File: src/rtl/regfile_pkg.sv
// Shared definitions for the 16x8 register file and its request sequencer:
// width defaults, request opcodes and sequencer state encoding.
package regfile_pkg;

  localparam int RF_DATA_W = 8;
  localparam int RF_ADDR_W = 4;

  typedef enum logic [1:0] {
    OP_NOP   = 2'b00,
    OP_READ1 = 2'b01,
    OP_READ2 = 2'b10,
    OP_WRITE = 2'b11
  } op_e;

  typedef enum logic [2:0] {
    ST_IDLE = 3'd0,
    ST_RD_A = 3'd1,
    ST_RD_B = 3'd2,
    ST_WR   = 3'd3,
    ST_RESP = 3'd4
  } state_e;

endpackage

File: src/rtl/regfile_sequencer.sv
// Sequences one operand-read / write-back request at a time onto the single register file port.
// Accept-to-response latency: READ1 2, READ2 3, WRITE 2 cycles; req_ready only in IDLE, response held until rsp_ready.
module regfile_sequencer
  import regfile_pkg::*;
#(
  parameter int DATA_W = RF_DATA_W,
  parameter int ADDR_W = RF_ADDR_W
) (
  input  logic              clk,
  input  logic              reset_n,
  input  logic              req_valid,
  output logic              req_ready,
  input  logic [1:0]        req_op,
  input  logic [ADDR_W-1:0] req_addr_a,
  input  logic [ADDR_W-1:0] req_addr_b,
  input  logic [DATA_W-1:0] req_wdata,
  output logic              rsp_valid,
  input  logic              rsp_ready,
  output logic [DATA_W-1:0] rsp_data_a,
  output logic [DATA_W-1:0] rsp_data_b,
  output logic [ADDR_W-1:0] rf_address,
  output logic              rf_wr,
  output logic              rf_rd,
  output logic [DATA_W-1:0] rf_in_data,
  input  logic [DATA_W-1:0] rf_out_data,
  output logic              busy
);

  state_e              state_q, state_d;
  op_e                 op_q, op_d;
  logic [ADDR_W-1:0]   addr_a_q, addr_a_d;
  logic [ADDR_W-1:0]   addr_b_q, addr_b_d;
  logic [DATA_W-1:0]   wdata_q, wdata_d;
  logic [DATA_W-1:0]   data_a_q, data_a_d;
  logic [DATA_W-1:0]   data_b_q, data_b_d;

  always_ff @(posedge clk or negedge reset_n) begin
    if (!reset_n) begin
      state_q  <= ST_IDLE;
      op_q     <= OP_NOP;
      addr_a_q <= '0;
      addr_b_q <= '0;
      wdata_q  <= '0;
      data_a_q <= '0;
      data_b_q <= '0;
    end else begin
      state_q  <= state_d;
      op_q     <= op_d;
      addr_a_q <= addr_a_d;
      addr_b_q <= addr_b_d;
      wdata_q  <= wdata_d;
      data_a_q <= data_a_d;
      data_b_q <= data_b_d;
    end
  end

  always_comb begin
    state_d    = state_q;
    op_d       = op_q;
    addr_a_d   = addr_a_q;
    addr_b_d   = addr_b_q;
    wdata_d    = wdata_q;
    data_a_d   = data_a_q;
    data_b_d   = data_b_q;
    req_ready  = 1'b0;
    rsp_valid  = 1'b0;
    rf_address = '0;
    rf_wr      = 1'b0;
    rf_rd      = 1'b0;
    rf_in_data = '0;

    unique case (state_q)
      ST_IDLE: begin
        req_ready = 1'b1;
        if (req_valid) begin
          op_d     = op_e'(req_op);
          addr_a_d = req_addr_a;
          addr_b_d = req_addr_b;
          wdata_d  = req_wdata;
          case (op_e'(req_op))
            OP_READ1, OP_READ2: state_d = ST_RD_A;
            OP_WRITE:           state_d = ST_WR;
            default:            state_d = ST_IDLE;
          endcase
        end
      end
      ST_RD_A: begin
        rf_address = addr_a_q;
        rf_rd      = 1'b1;
        data_a_d   = rf_out_data;
        // READ1 leaves operand B defined as zero; READ2 overwrites it next cycle.
        data_b_d   = '0;
        state_d    = (op_q == OP_READ2) ? ST_RD_B : ST_RESP;
      end
      ST_RD_B: begin
        rf_address = addr_b_q;
        rf_rd      = 1'b1;
        data_b_d   = rf_out_data;
        state_d    = ST_RESP;
      end
      ST_WR: begin
        rf_address = addr_a_q;
        rf_wr      = 1'b1;
        rf_in_data = wdata_q;
        data_a_d   = wdata_q;
        data_b_d   = '0;
        state_d    = ST_RESP;
      end
      ST_RESP: begin
        rsp_valid = 1'b1;
        if (rsp_ready) state_d = ST_IDLE;
      end
      default: state_d = ST_IDLE;
    endcase
  end

  assign rsp_data_a = data_a_q;
  assign rsp_data_b = data_b_q;
  assign busy       = (state_q != ST_IDLE);

endmodule

File: config.mk
export PLATFORM = sky130hd
export DESIGN_NAME = regfile_sequencer
export DESIGN_NICKNAME = d
export VERILOG_FILES = /design/src/rtl/regfile_pkg.sv /design/src/rtl/regfile_sequencer.sv
export SDC_FILE = /design/constraint.sdc
export NUM_CORES = 1
export LEC_CHECK = 0
export ABC_CLOCK_PERIOD_IN_PS = 1400
export BUFFER_PORTS_ARGS = -buffer_cell sky130_fd_sc_hd__buf_4
export CAP_MARGIN = 10
export CELL_PAD_IN_SITES_DETAIL_PLACEMENT = 0
export CELL_PAD_IN_SITES_GLOBAL_PLACEMENT = 1
export CORE_UTILIZATION = 35
export CTS_CLUSTER_DIAMETER = 50
export DETAILED_ROUTE_END_ITERATION = 10
export GPL_TIMING_DRIVEN = 0
export PLACE_DENSITY = 0.83
export SETUP_SLACK_MARGIN = 0.15
export SLEW_MARGIN = 20
export SYNTH_ARGS = -nofsm -noshare
export SYNTH_HDL_FRONTEND = slang
export SYNTH_SLANG_ARGS = --single-unit
File: constraint.sdc
create_clock -name clk -period 1.4 [get_ports clk]
set_input_delay 0 -clock clk [delete_from_list [all_inputs] [get_ports clk]]
set_output_delay 0 -clock clk [all_outputs]
set_load 0.05 [all_outputs]
==> run summary, run 1 <==
I/O Buffers - 62
TritonCTS clock tree - yes
starting density of the core - 36.5%
core footprint - 0.00511 mm^2
Tmin final - 1580 ps
Synth cell types - 26
via count - 1595
DRC Markers - 0
number of CTS-inserted buffers - 5
worst hold path class - input pin to flop
initial antenna violation count - 0
CP Launch Type - flop
GRT Residual Overflow - 0
final WL - 6.05 mm
Yosys warnings - 0
final setup fails - 43
endpoints failing hold - 0
Layout area overhead - 82.7%
syn avg cell area - 12.8 um^2
Worst Hold Slack - 29.5 ps
Leakage - 1.57 nW
clk_lat worst skew - 300 ps
Syn Nets - 176
Slew @ Worst Pin - 484 ps
Top Metal Used - met4
total die area - 0.00562 mm^2
overall routing resource usage - 21.3%
cell row count - 26
sequential share of the synthesized area - 49.7%
Worst-path clk slew - 80 ps
Setup CP Type - flop to flop
Power Dens Cells - 2180 mW/mm^2
skew final - 5.32 ps
fin crit share - 113%
most common cell after layout, fill and taps aside - buf_4
1st-iter DRT viols - 67
ys async rst share - 100%
final setup TNS - -5480 ps
WL met2 - 3.02 mm
ANT nets after route - 0
clock tree buffer depth - 2
cell area after synthesis - 0.00186 mm^2
worst r2r path cells - 5
synthesized instance count - 146
share of cells above drive strength 1 - 62.3%
f_max - 633 MHz
pin count of the biggest net entering global routing - 38
Max FO, Critical Path - 10
Max-Cap Viols - 0
nature of the critical path endpoint - flop
EDFF count, synth - 0
multi-input combinational cell area - 0.00107 mm^2
register area - 926 um^2
flops & latches, synth - 37
# fillers - 346
DR pass1 iterations - 4
Slew HR - 67.7%
WP data required - 1580 ps
post-route setup slack - -179 ps
dpl hpwl - 3.12 mm
leading cell types in the layout, fill and taps excluded - 55 x buf_4, 37 x dfrtp_1, 32 x mux2_4
drt via density - 4.88
Slew Viols, Final - 0
first-pass GRT wire length - 8.47 mm
vias in the first global route - 1607
DR WL/cell - 18.5 um
height of the die - 75.0 um
Final #Nets - 286
Synth Flop Type - dfrtp_1
DIE WIDTH - 75.0 um
CTS Root Cell - clkbuf_8
Max VDD drop - 1.55 mV
failing checks - negative setup slack
H-tree levels - 2
RSZ-0062 raised after global routing - true
outcome - complete, but fails checks
Met3 Wirelength - 235 um
WL met1 - 2.67 mm
routability congestion estimate from global placement - 0.712
total I/O pin count - 63
Arr. time, crit path - 1760 ps
Hold Path Stages - 3
clk sinks - 37
ant diodes - 0
## state kept, by name (all words and copies together) (netlist names)
register    cells
rsp_data_b      8
wdata_q         8
addr_b_q        4
state_q         3
rsp_data_a      8
addr_a_q        4
op_q            2
## synthesized netlist by cell type (2+ instances only)
master	number	area, um^2
dfrtp_1	37	926
mux2_2	25	282
nor2b_1	10	62.6
a221o_1	9	90.1
and2_1	9	56.3
mux2_4	9	135
and3_1	8	50.1
nand3b_1	5	37.5
a21oi_1	4	20.0
clkbuf_1	4	15.0
nand2_1	4	15.0
buf_4	3	22.5
buf_2	2	10.0
buf_6	2	22.5
inv_1	2	7.51
nor2_1	2	7.51
nor3_1	2	10.0
## worst paths after layout
| check | from | end | slack, ps |
|---|---|---|---|
| worst min register to register | rsp_data_a[5] | rsp_data_a[5] | 520 |
| worst max-delay path | state_q[1] | addr_a_q[1] | -180 |
| max in group asynchronous | reset_n | addr_a_q[0] | 860 |
| worst min-delay path | req_valid | state_q[1] | 30 |
| worst max register to register | state_q[1] | addr_a_q[1] | -180 |
| min in group asynchronous | reset_n | addr_b_q[3] | 190 |
## logic make-up after synthesis
group,count (synthesis),synth area share [%]
AO/OA/AOI/OAI,15,6.71
XOR/XNOR,1,0.470
buffers and inverters,15,5.44
flip-flops,37,49.7
multiplexers,34,22.3
AND/OR/NAND/NOR,44,15.4
## through the flow
stage | instances | setup slack (ps) | utilization [%] | power (mW) | area (um^2)
floorplan | 146 | -161 | - | 4.56 | 2000
global placement | 278 | -197 | 50.0 | 5.45 | 2560
detailed placement | 278 | -199 | 50.0 | 5.49 | 2560
CTS | 316 | -159 | 62.0 | 6.84 | 3170
global route | 327 | -243 | 66.7 | 7.74 | 3410
finish | 327 | -179 | 66.7 | 7.43 | 3410
## layer usage
layer  track usage (%)  vias up
li1                  -      741
met1              27.3      798
met2              34.6       40
met3              5.62       16
met4              8.39        0
met5                 0        -
## worst max-delay path, stage by stage, from the launching register on
cell	delay, ps
dfrtp_1	440
buf_6	150
nor4b_4	250
buf_6	160
buf_12	140
mux2_4	310
## layout make-up
class / count / area share [%]
buffer: 13 / 5.58
tap: 70 / 2.57
timing repair buffer: 103 / 29.9
sequential: 37 / 27.2
multi-input combinational: 94 / 31.6
clock buffer: 7 / 2.83
clock inverter: 1 / 0.147
inverter: 2 / 0.220
## power breakdown
| part | switching [mW] | leakage, nW | internal (mW) |
|---|---|---|---|
| sequential | 0.408 | 0.446 | 1.59 |
| combinational | 2.34 | 1.07 | 2.24 |
| clock | 0.416 | 0.0542 | 0.446 |
| total | 3.16 | 1.57 | 4.27 |
## repair_timing
action                                 CTS  global route
endpoints found under the hold margin   56             0
cloned                                   1             3
hold buffers                            19             0
resized for setup                       52            33
setup endpoints to repair               54            53
pin swaps                                7             7
buffers inserted                        10             8
No activity file was read; power rests on OpenSTA's default activity.
==> inputs of run 2 (changes only) <==
- CORE_ASPECT_RATIO: not set -> 0.8
==> run 2 against run 1 <==
Highest routed layer unchanged; design area decreased by 0.96%; first-iteration DRC count is 4.5% higher; total power fell by 0.43%; the run still ends with negative setup slack left; utilization is 0.082 points lower.
==> run summary, run 2 (synthesis gave the netlist of run 1 again) <==
Arr. time, crit path - 1750 ps (about the same)
worst setup path endpoint - wdata_q[7]
DR pass1 iterations - 4 (unchanged)
clk_lat worst skew - 300 ps (about the same)
Leakage - 1.53 nW (-2.6%)
CP Launch Type - flop
pin count of the biggest net entering global routing - 38 (unchanged)
most common cell after layout, fill and taps aside - buf_4
Max-Cap Viols - 0 (unchanged)
Slew Viols, Final - 0 (unchanged)
Slowest-stage cell, CP - dfrtp_1
dpl hpwl - 3.21 mm (+2.7%)
most frequent CP cell - buf_6
overall routing resource usage - 19.9% (-1.4 points)
DRC Markers - 0 (unchanged)
total die area - 0.00562 mm^2 (about the same)
Critical Path Source - state_q[1]
via count - 1583 (-0.75%)
routability congestion estimate from global placement - 0.707 (-0.72%)
clk sinks - 37 (unchanged)
final setup fails - 48 (+12%)
clock tree buffer depth - 2 (unchanged)
nature of the critical path endpoint - flop
DIE WIDTH - 83.6 um (+11%)
Layout area overhead - 80.9%
fin crit share - 112% (-0.86 points)
worst flop-to-flop path startpoint - state_q[1]
core footprint - 0.00506 mm^2 (-0.83%)
leading cell types in the layout, fill and taps excluded - 51 x buf_4, 37 x dfrtp_1, 25 x mux2_4
pre-CTS WS - -233 ps (-33.8 ps)
initial antenna violation count - 0 (unchanged)
Max VDD drop - 1.16 mV (-25%)
skew final - 11.8 ps (+6.48 ps)
number of CTS-inserted buffers - 5 (unchanged)
TritonCTS clock tree - yes
Final #Nets - 282 (-1.4%)
cell area after layout - 0.00337 mm^2 (-0.96%)
Setup CP Type - flop to flop
ant diodes - 0 (unchanged)
H-tree levels - 2 (unchanged)
worst hold path class - input pin to flop
drt via density - 5.03 (+3.0%)
GRT Residual Overflow - 0 (unchanged)
cell row count - 23 (-12%)
setup slack, reg-to-reg - -170 ps (about the same)
starting density of the core - 36.8% (+0.31 points)
Worst path max stage delay - 440 ps (about the same)
height of the die - 67.3 um (-10%)
Max FO, Critical Path - 10 (unchanged)
I/O Buffers - 62 (unchanged)
total I/O pin count - 63 (unchanged)
post-route setup slack - -167 ps (+12.1 ps)
WP data required - 1580 ps (about the same)
CTS Root Cell - clkbuf_8
Slew HR - 68.7% (+0.94 points)
Worst-path clk slew - 80 ps (about the same)
first-pass GRT wire length - 8.38 mm (-1.1%)
f_max - 638 MHz (+0.77%)
worst r2r path cells - 5 (unchanged)
# fillers - 344 (-0.58%)
vias in the first global route - 1608 (+0.062%)
ANT nets after route - 0 (unchanged)
final WL - 5.55 mm (-8.4%)
crit-path cells - buf_6 > nor4b_4 > buf_6 > buf_12 > mux2_4
Power Dens Cells - 2190 mW/mm^2 (+0.53%)
endpoints failing hold - 0 (unchanged)
RSZ-0062 raised after global routing - true
Post-DP Area - 0.00255 mm^2 (-0.39%)
Slew @ Worst Pin - 470 ps (-14.0 ps)
final setup TNS - -5310 ps (+161 ps)
Tmin final - 1570 ps (-12.1 ps)
share of cells above drive strength 1 - 62.1% (-0.20 points)
outcome - complete, but fails checks
1st-iter DRT viols - 70 (+4.5%)
RR Endpoint - wdata_q[7]
DR WL/cell - 17.6 um (-4.9%)
failing checks - negative setup slack
==> run 2: how the worst min path moves through the flow <==
stage / from / endpoint / slack (ps) / cells after the start
final: rf_out_data[7] / rsp_data_a[7] / 70 / 3
after global routing: rf_out_data[7] / rsp_data_a[7] / 70 / 3
after CTS: rf_out_data[0] / rsp_data_a[0] / 70 / 3
after detailed placement: reset_n / op_q[0] / -9 / 1
after global placement: reset_n / state_q[0] / -5 / 1
after floorplan: reset_n / addr_a_q[0] / -300 / 0
==> run 2: cell type report <==
type                       instances  area, um^2  share of cell area [%]
buffer                            13         199                    5.90
clock buffer                       6        82.6                    2.45
clock inverter                     2        37.5                    1.11
inverter                           2        7.51                   0.223
multi-input combinational         94        1070                    31.6
sequential                        37         926                    27.4
tap                               62        77.6                    2.30
timing repair buffer              99         976                    28.9
==> run 2: what timing repair did <==
| action | CTS | global route |
|---|---|---|
| endpoints found under the hold margin | 57 | 0 |
| pin swaps | 7 | 7 |
| setup endpoints to repair | 54 | 54 |
| cloned | 2 | 1 |
| hold buffers | 20 | 0 |
| resized for setup | 59 | 27 |
| buffers inserted | 12 | 2 |
==> run 2: per-stage QoR <==
| step | hold slack (ps) | instances | total power, mW | utilization [%] |
|---|---|---|---|---|
| 2_1_floorplan | -296 | 146 | 4.56 | - |
| 3_3_place_gp | -5.10 | 270 | 5.46 | 50.3 |
| 3_5_place_dp | -8.65 | 270 | 5.52 | 50.3 |
| 4_1_cts | 70.2 | 312 | 7.11 | 64.1 |
| 5_1_grt | 71.9 | 315 | 7.71 | 66.6 |
| 6_report | 74.9 | 315 | 7.40 | 66.6 |
==> run 2: where the power goes <==
part | switching [mW] | internal (mW)
Sequential | 0.390 | 1.59
Combinational | 2.28 | 2.15
Clock | 0.412 | 0.580
Total | 3.08 | 4.32
==> run 2: per-layer routing <==
layer,wire length (um),vias up,track usage [%],part of all wire [%]
li1,-,737,-,-
met1,2530,795,26.0,46
met2,2660,44,32.4,48
met3,291,7,5.99,5.2
met4,61,0,5.72,1.1
met5,0,-,0,0
==> run 2: worst max-delay path: cells and delay by family (launching register included) <==
kind                   cells  cell delay [ps]
buffers and inverters      3              460
DFF                        1              440
muxes                      1              300
and+or+nand+nor            1              250
